## src/rtl/edge_burst_gen.sv

```systemverilog
// Edge burst generator: on start, emits N pulses of He high / Le low cycles,
// reports rises, completion/cancel pulses, and a latched K-in-W rise prediction.
module edge_burst_gen #(
    parameter int W  = 5,
    parameter int K  = 3,
    parameter int CW = 8
) (
    input  logic          i_clk,
    input  logic          i_rst,
    input  logic          i_start,
    input  logic          i_abort,
    input  logic [CW-1:0] i_cfg_count,
    input  logic [CW-1:0] i_cfg_high,
    input  logic [CW-1:0] i_cfg_low,
    output logic          o_out_sig,
    output logic          o_busy,
    output logic          o_done,
    output logic          o_aborted,
    output logic [CW-1:0] o_rise_cnt,
    output logic          o_predict_hit
);

    // state  | meaning
    // IDLE   | waiting for start; outputs hold last burst results
    // HIGH   | out_sig high, timer counting the high phase
    // LOW    | out_sig low between pulses, more rises remain
    // TAIL   | out_sig low after the final pulse, done follows expiry
    typedef enum logic [1:0] {
        S_IDLE,
        S_HIGH,
        S_LOW,
        S_TAIL
    } state_t;

    localparam logic [CW-1:0] ONE = CW'(1);

    state_t        r_state, w_state_nxt;
    logic [CW-1:0] r_tmr,  w_tmr_nxt;
    logic [CW-1:0] r_left, w_left_nxt;
    logic [CW-1:0] r_he,   w_he_nxt;
    logic [CW-1:0] r_le,   w_le_nxt;
    logic [CW-1:0] r_rise, w_rise_nxt;
    logic          r_out,  w_out_nxt;
    logic          r_done, w_done_nxt;
    logic          r_abt,  w_abt_nxt;
    logic          r_pred, w_pred_nxt;

    logic [CW-1:0] w_cfg_he;
    logic [CW-1:0] w_cfg_le;
    logic [63:0]   w_span;
    logic          w_pred_calc;

    // Span of K rises is (K-1) full periods plus the cycle of the last rise.
    always_comb begin
        w_cfg_he    = (i_cfg_high == '0) ? ONE : i_cfg_high;
        w_cfg_le    = (i_cfg_low == '0) ? ONE : i_cfg_low;
        w_span      = 64'(K - 1) * (64'(w_cfg_he) + 64'(w_cfg_le)) + 64'd1;
        w_pred_calc = (64'(i_cfg_count) >= 64'(K)) && (w_span <= 64'(W));
    end

    always_comb begin
        w_state_nxt = r_state;
        w_tmr_nxt   = r_tmr;
        w_left_nxt  = r_left;
        w_he_nxt    = r_he;
        w_le_nxt    = r_le;
        w_rise_nxt  = r_rise;
        w_out_nxt   = r_out;
        w_pred_nxt  = r_pred;
        w_done_nxt  = 1'b0;
        w_abt_nxt   = 1'b0;

        case (r_state)
            S_IDLE: begin
                if (i_start && !i_abort) begin
                    w_he_nxt   = w_cfg_he;
                    w_le_nxt   = w_cfg_le;
                    w_rise_nxt = '0;
                    w_pred_nxt = w_pred_calc;
                    if (i_cfg_count == '0) begin
                        w_done_nxt = 1'b1;
                    end else begin
                        w_state_nxt = S_HIGH;
                        w_out_nxt   = 1'b1;
                        w_rise_nxt  = ONE;
                        w_tmr_nxt   = w_cfg_he - ONE;
                        w_left_nxt  = i_cfg_count - ONE;
                    end
                end
            end
            S_HIGH: begin
                if (r_tmr == '0) begin
                    w_out_nxt   = 1'b0;
                    w_tmr_nxt   = r_le - ONE;
                    w_state_nxt = (r_left != '0) ? S_LOW : S_TAIL;
                end else begin
                    w_tmr_nxt = r_tmr - ONE;
                end
            end
            S_LOW: begin
                if (r_tmr == '0) begin
                    w_out_nxt   = 1'b1;
                    w_state_nxt = S_HIGH;
                    w_tmr_nxt   = r_he - ONE;
                    w_left_nxt  = r_left - ONE;
                    w_rise_nxt  = r_rise + ONE;
                end else begin
                    w_tmr_nxt = r_tmr - ONE;
                end
            end
            S_TAIL: begin
                if (r_tmr == '0) begin
                    w_state_nxt = S_IDLE;
                    w_done_nxt  = 1'b1;
                end else begin
                    w_tmr_nxt = r_tmr - ONE;
                end
            end
            default: begin
                w_state_nxt = S_IDLE;
                w_out_nxt   = 1'b0;
            end
        endcase

        // Cancel overrides whatever the active phase would have done, including a rise.
        if (r_state != S_IDLE && i_abort) begin
            w_state_nxt = S_IDLE;
            w_out_nxt   = 1'b0;
            w_abt_nxt   = 1'b1;
            w_done_nxt  = 1'b0;
            w_rise_nxt  = r_rise;
        end
    end

    always_ff @(posedge i_clk) begin
        if (i_rst) begin
            r_state <= S_IDLE;
            r_tmr   <= '0;
            r_left  <= '0;
            r_he    <= '0;
            r_le    <= '0;
            r_rise  <= '0;
            r_out   <= 1'b0;
            r_done  <= 1'b0;
            r_abt   <= 1'b0;
            r_pred  <= 1'b0;
        end else begin
            r_state <= w_state_nxt;
            r_tmr   <= w_tmr_nxt;
            r_left  <= w_left_nxt;
            r_he    <= w_he_nxt;
            r_le    <= w_le_nxt;
            r_rise  <= w_rise_nxt;
            r_out   <= w_out_nxt;
            r_done  <= w_done_nxt;
            r_abt   <= w_abt_nxt;
            r_pred  <= w_pred_nxt;
        end
    end

    assign o_out_sig     = r_out;
    assign o_busy        = (r_state != S_IDLE);
    assign o_done        = r_done;
    assign o_aborted     = r_abt;
    assign o_rise_cnt    = r_rise;
    assign o_predict_hit = r_pred;

endmodule

```

## config.mk

```make
export PLATFORM = sky130hd
export DESIGN_NAME = edge_burst_gen
export DESIGN_NICKNAME = d
export VERILOG_FILES = /design/src/rtl/edge_burst_gen.sv
export SDC_FILE = /design/constraint.sdc
export NUM_CORES = 1
export LEC_CHECK = 0
export BUFFER_PORTS_ARGS = -buffer_cell sky130_fd_sc_hd__buf_2
export CORE_MARGIN = 2
export CORE_UTILIZATION = 45
export DETAILED_ROUTE_END_ITERATION = 10
export GPL_ROUTABILITY_DRIVEN = 0
export PLACE_DENSITY = 0.69
export SKIP_LAST_GASP = 1
export SLEW_MARGIN = 25
export SYNTH_ARGS = -nofsm -noshare
export SYNTH_HDL_FRONTEND = slang
export SYNTH_SLANG_ARGS = --single-unit
```

## constraint.sdc

```tcl
create_clock -name i_clk -period 2.6 [get_ports i_clk]
set_input_delay 0.26 -clock i_clk [delete_from_list [all_inputs] [get_ports i_clk]]
set_output_delay 0.26 -clock i_clk [all_outputs]
set_load 0.05 [all_outputs]
```

==> impl_metrics.py, run 1 <==
metrics = {
    "drt": {
        "totalWireLength_um": 8680,
        "wire_per_inst_um": 15.6,
        "vias_per_cell": 5.73,
        "drt_iter0_drc": 225,
        "drcViolationCount": 0,
        "drt-pass1-iter-count": 5,
        "postRouteAntennaNets": 0,
        "vias": 3198,
    },
    "power": {
        "leakagePower_nw": 1.47,
        "p_total_mw": 3.45,
        "max-vdd-ir-drop_v": 0.000323,
        "p_per_area_nw_per_um2": 937,
    },
    "timing": {
        "tightest_slew_ps": 627,
        "rsz0062_at_grt": "false",
        "setup_ws_ps": 266,
        "fmax_mhz": 428,
        "clock_skew_ps": 7.90,
        "slew_viol_final": 0,
        "finalSetupTns_ps": 0,
        "finalHoldViolations": 0,
        "fin_crit_ps": 2330,
        "fin_crit_sh_pct": 89.8,
        "final-setup-viol-count": 0,
        "relSlewSlack_pct": 58.2,
    },
    "synthesis": {
        "synthMuxAreaShare_pct": 2.48,
        "synth-simple-area-share_pct": 25.7,
        "synth-compound-area-share_pct": 22.5,
        "synthDistinctLibCells": 61,
        "synthArstFlopShare_pct": 0,
        "yosysSeqAreaShare_pct": 28.5,
        "post_synth_fa_ha_maj_area_fraction_pct": 7.99,
        "yosys_warnings": 0,
        "synth_top_family_by_area": "simple AND/OR/NAND/NOR gates",
        "synthCells": 427,
        "synth_area_um2": 3230,
        "ys.flop_type": "dfxtp_1",
        "synth_xor_area_share_pct": 6.51,
        "synth-edff-count": 0,
        "syn_nets": 475,
        "synth_seq_cells": 46,
        "avgSynthCellArea_um2": 7.56,
    },
    "worst_setup_path": {
        "crit_path_max_fanout": 2,
        "required_ps": 2850,
        "crit_start": "i_cfg_high[2]",
        "r2r_start": "r_state[0]",
        "setup.worst_path.class": "input port to register",
        "start_kind": "input port",
        "worstPathArrival_ps": 2580,
        "worst_setup_path_end_kind": "register",
    },
    "grt": {
        "grt_pass1_wl_um": 14200,
        "grt_max_degree": 32,
        "grt_pass1_vias": 2965,
        "gr-total-overflow": 0,
        "antenna_found_initial": 0,
        "grt_usage_pct": 23.1,
    },
    "cells_and_area": {
        "fin_util_pct": 53.5,
        "final_cells": 558,
        "final_nets": 509,
        "drive_gt1_share_pct": 16.2,
        "area_growth_pct": 13.9,
        "antenna_cells": 0,
    },
    "clock_tree": {
        "clock_path_buffers": 2,
        "clk_pin_slew_ps": 90,
        "worstSkewPairLatency_ps": 310,
        "htree_levels": 2,
        "cts.sinks": 46,
        "root_buffer": "clkbuf_8",
        "cts_setup_buffers": 0,
        "cts_made_buffers": 5,
        "cts_tree": "built",
    },
    "die": {
        "ios": 41,
        "die_h_um": 88.7,
        "coreArea_um2": 6870,
        "initial_utilization_pct": 47.0,
        "dieArea_um2": 7860,
        "rows": 30,
        "die_x_um": 88.7,
    },
    "placement": {
        "place_hpwl_um": 6570,
        "io_buffers": 40,
        "placedCellCount": 550,
        "place_ws_ps": -48.4,
    },
    "min_path": {
        "hp-start": "i_cfg_low[7]",
        "hold_class": "input port to register",
    },
    "flow_run": {
        "maxCapViolations": 0,
    },
    "run_status": {
        "outcome": "completed",
    },
}
-- placed cells by master, fill, tap and decap left out, drive strengths merged, types with 6 or more instances in the layout --
cell type   n
nor3       18
xor2       15
nor4        9
or3         6
nor2       33
clkbuf      6
inv        19
nor3b       7
a22oi       7
ha         19
o21ai      18
xnor2       9
nand2      61
buf        59
a21oi      37
mux2i       8
nand3      14
a211oi      7
dfxtp      46
-- final cells by class --
cell class                      count  area, um2
Multi-Input combinational cell    329       2110
Tap cell                           96        120
Inverter                           20       75.1
Sequential cell                    46        921
Clock inverter                      2       37.5
Clock buffer                        6       72.6
Fill cell                         670       3190
Timing Repair Buffer               59        343
-- stage by stage --
step | hold slack (ps) | cell area [um2]
global placement | 465 | 3560
global route | 220 | 3680
finish | 213 | 3680
detailed placement | 482 | 3560
floorplan | 361 | 3230
CTS | 207 | 3670
-- power breakdown --
| group | switching, mW | internal (mW) | leakage (nW) |
|---|---|---|---|
| Clock | 0.257 | 0.287 | 0.0514 |
| Sequential | 0.182 | 0.852 | 0.376 |
| Combinational | 1.15 | 0.714 | 1.04 |
| Total | 1.59 | 1.85 | 1.47 |
-- synthesized netlist by cell type, types with 3 or more instances --
library cell | count | area share (%)
nand4_1 | 4 | 0.78
buf_2 | 3 | 0.47
inv_1 | 19 | 2.2
nor3b_1 | 7 | 1.6
o221ai_1 | 3 | 0.81
clkbuf_1 | 26 | 3.0
nor3_1 | 18 | 2.8
nand3_1 | 13 | 2.0
ha_1 | 19 | 7.4
a31oi_1 | 4 | 0.78
nor2_1 | 33 | 3.8
mux2i_1 | 8 | 2.5
dfxtp_1 | 46 | 29
a211o_1 | 4 | 1.1
xor2_1 | 15 | 4.1
xnor2_1 | 9 | 2.4
o22ai_1 | 5 | 0.97
or3_1 | 6 | 1.2
nand2_1 | 61 | 7.1
a211oi_1 | 6 | 1.4
nor4_1 | 8 | 1.6
nor2b_1 | 5 | 0.97
a22oi_1 | 7 | 1.6
a21oi_1 | 37 | 5.7
o21ai_0 | 17 | 2.6
-- sequential cells by signal (all words and copies together) (netlist names) --
signal and flops:
r_he 8, o_aborted 1, o_done 1, r_state 2
r_tmr 8, r_left 8, o_rise_cnt 8, r_le 8
o_out_sig 1, o_predict_hit 1
-- kinds of logic (layout without fill, tap and decap cells) --
group,after synthesis,in the layout
AND/OR/NAND/NOR,169,169
flip-flops,46,46
multiplexers,8,8
AO/OA/AOI/OAI,108,108
adder cells (fa/ha/maj),20,20
XOR/XNOR,24,24
buffers and inverters,52,87
-- layer usage --
metal | vias to the layer above | global-route usage (%) | wire [um]
met1 | 1481 | 30.5 | 4150
met2 | 107 | 38.2 | 3980
met3 | 14 | 3.45 | 393
li1 | 1596 | - | -
met5 | - | 0 | 0
met4 | 0 | 7.99 | 162
-- timing repair --
action,4_1_cts,5_1_grt
endpoints found under the setup margin,0,2
gates resized for setup,0,3
hold buffers,0,0
-- critical path, cell delays in order --
cell	delay, ps
buf_2	100
nor2_1	130
nand2_1	90
nor3_1	140
a21oi_1	110
inv_1	90
ha_1	160
inv_1	60
fa_1	490
nor2b_1	60
a2111oi_1	310
nand4_1	160
a211oi_1	270
a21oi_1	70
nor2_1	100
-- final timing paths --
kind	end	slack, ps	depth (start not counted)
setup / recovery	o_predict_hit	270	15
hold / removal	r_le[7]	210	3
setup reg to reg	r_left[6]	270	9
hold reg to reg	o_rise_cnt[7]	500	2
No activity file was read; power rests on OpenSTA's default activity.
==> inputs of run 2 (changes only) <==
--- a/config.mk
+++ b/config.mk
@@ -5,6 +5,7 @@
 export SDC_FILE = /design/constraint.sdc
 export NUM_CORES = 1
 export LEC_CHECK = 0
+export ABC_AREA = 1
 export BUFFER_PORTS_ARGS = -buffer_cell sky130_fd_sc_hd__buf_2
 export CORE_MARGIN = 2
 export CORE_UTILIZATION = 45
==> run 2 against run 1 <==
  * Count of clock-buffer cells in the layout unchanged
  * Register-to-register slack gained 200 ps
  * Synthesized cell count grew 19%
  * Sequential power hardly changed
  * Non-clock buffer count decreased by 15
  * Clock power up 2%
  * Maximum frequency up 9.6%
  * Critical path type is now register to register
  * Highest routed layer unchanged
==> impl_metrics.py, run 2 <==
metrics = {
    "synthesis": {
        "ys_top_cells_by_area": "dfxtp_1 (28%), nand2_1 (12%), ha_1 (7.2%)",
        "yosysMostFrequentCell": "nand2_1",
        "synth-edff-count": 0,
        "synth.top_cells.by_count": "nand2_1 (102), inv_1 (61), nor2_1 (58)",
        "synth_area_um2": 3280,
        "yosys_warnings": 0,
        "yosysSeqAreaShare_pct": 28.1,
        "synth_top_area_share_pct": 28.1,
        "synthDistinctLibCells": 39,
        "avgSynthCellArea_um2": 6.45,
        "syn_nets": 557,
        "ys.flop_type": "dfxtp_1",
        "yosys.area.top_type": "dfxtp_1",
        "synthCells": 509,
        "synthArstFlopShare_pct": 0,
        "synth_seq_cells": 46,
    },
    "drt": {
        "drt-pass1-iter-count": 5,
        "vias_per_cell": 5.13,
        "vias": 3245,
        "totalWireLength_um": 8240,
        "drcViolationCount": 0,
        "drt_iter0_drc": 222,
        "postRouteAntennaNets": 0,
        "wire_per_inst_um": 13.0,
    },
    "timing": {
        "fmax_mhz": 469,
        "relSlewSlack_pct": 57.0,
        "clock_skew_ps": 6.23,
        "rsz0062_at_grt": "false",
        "finalHoldViolations": 0,
        "finalSetupTns_ps": 0,
        "fin_crit_sh_pct": 81.9,
        "tightest_slew_ps": 642,
        "setup_ws_ps": 470,
        "fin_crit_ps": 2130,
        "slew_viol_final": 0,
        "final-setup-viol-count": 0,
    },
    "worst_setup_path": {
        "r2r_start": "r_state[0]",
        "start_kind": "register",
        "slowest_delay_ps": 450,
        "r2r_slack_ps": 470,
        "worstPathCellList": "inv_1 > ha_1 > inv_4 > o21ai_2 > ha_1 > nand2_1 > nor2_1 > nand2_1 > xor2_1 > a21oi_1",
        "required_ps": 2770,
        "worst_setup_path_end_kind": "register",
        "slowest_stage": "ha_1",
        "setup.worst_path.class": "register to register",
        "crit_path_max_fanout": 13,
        "r2r_end": "r_left[6]",
        "r2r_cells": 10,
        "worstPathArrival_ps": 2300,
    },
    "power": {
        "p_per_area_nw_per_um2": 1060,
        "max-vdd-ir-drop_v": 0.000775,
        "leakagePower_nw": 1.73,
        "p_total_mw": 3.82,
    },
    "cells_and_area": {
        "final_cell_mix": "nand2_1 (102), inv_1 (61), nor2_1 (58), dfxtp_1 (46), a21oi_1 (41)",
        "fin_util_pct": 50.2,
        "area_growth_pct": 9.80,
        "drive_gt1_share_pct": 15.0,
        "layout_commonest_cell": "nand2_1",
        "fillerInstances": 751,
        "final_nets": 580,
        "antenna_cells": 0,
    },
    "min_path": {
        "hold_class": "input port to register",
        "holdPathEnd": "r_le[1]",
        "min_path_cells": 3,
        "hp-start": "i_cfg_low[1]",
    },
    "clock_tree": {
        "cts_hold_buf": 0,
        "cts.sinks": 46,
        "cts_setup_buffers": 0,
        "clk_pin_slew_ps": 90,
        "cts_tree": "built",
        "cts_made_buffers": 5,
        "worstSkewPairLatency_ps": 310,
        "clock_path_buffers": 2,
        "ctsResizeCount": 0,
        "root_buffer": "clkbuf_8",
        "htree_levels": 2,
    },
    "grt": {
        "grt_max_degree": 31,
        "antenna_found_initial": 0,
        "grt_usage_pct": 22.4,
        "gr-total-overflow": 0,
        "grt_pass1_wl_um": 14000,
        "grt_pass1_vias": 2994,
    },
    "die": {
        "dieArea_um2": 7990,
        "ios": 41,
        "die_x_um": 89.4,
        "coreArea_um2": 7180,
        "initial_utilization_pct": 45.7,
        "rows": 31,
        "die_h_um": 89.4,
    },
    "placement": {
        "place_hpwl_um": 6410,
        "io_buffers": 40,
        "place_ws_ps": 320,
    },
    "run_status": {
        "outcome": "completed",
    },
    "flow_run": {
        "maxCapViolations": 0,
    },
}
==> run 2: area by class of cell <==
class	instances	area, um2	share of cell area (%)
repair buffers	44	230	6.39
inverters	71	269	7.47
flip-flops and latches	46	921	25.6
well taps	99	124	3.44
clock inverters	2	37.5	1.04
multi-input cells	364	1950	54.1
clock buffers	6	72.6	2.01
==> run 2: worst max-delay path, delay by kind of cell, from the launching register on <==
| kind | cells | cell delay [ps] |
|---|---|---|
| AO/OA/AOI/OAI | 2 | 280 |
| adder cells (fa/ha/maj) | 2 | 680 |
| buffers and inverters | 2 | 270 |
| AND/OR/NAND/NOR | 3 | 280 |
| XOR/XNOR | 1 | 140 |
| flip-flops | 1 | 350 |
==> run 2: metrics by stage <==
step	hold slack, ps	instances	area (um2)
final	266	632	3600
after global routing	281	632	3600
after CTS	268	632	3600
after detailed placement	467	624	3490
after global placement	459	624	3490
after floorplan	421	509	3280
==> run 2: cells by family after synthesis <==
group	share of synthesized area [%]
and+or+nand+nor	29.0
AOI/OAI and AO/OA	17.7
buffers and inverters	12.5
DFF	28.1
adders and majority gates	7.85
xor gates and xnor gates	4.80
==> run 2: worst max-delay path by stage <==
stage	startpoint	end	slack, ps	cells after the start
floorplan	i_cfg_high[1]	o_predict_hit	710	12
global placement	i_cfg_high[1]	o_predict_hit	450	13
detailed placement	i_cfg_high[1]	o_predict_hit	320	13
CTS	r_state[0]	r_left[6]	470	10
global route	r_state[1]	o_rise_cnt[6]	280	11
finish	r_state[0]	r_left[6]	470	10
==> run 2: per-layer routing <==
layer | vias to the layer above | GRT usage [%] | share of wire, %
li1 | 1683 | - | -
met1 | 1483 | 29.1 | 46
met2 | 68 | 39.0 | 48
met3 | 11 | 3.14 | 4.3
met4 | 0 | 5.83 | 1.5
met5 | - | 0 | 0
==> run 2: power breakdown <==
part	total, mW	switching (mW)	internal, mW
Sequential	1.03	0.141	0.886
Combinational	2.24	1.51	0.731
Clock	0.553	0.265	0.287
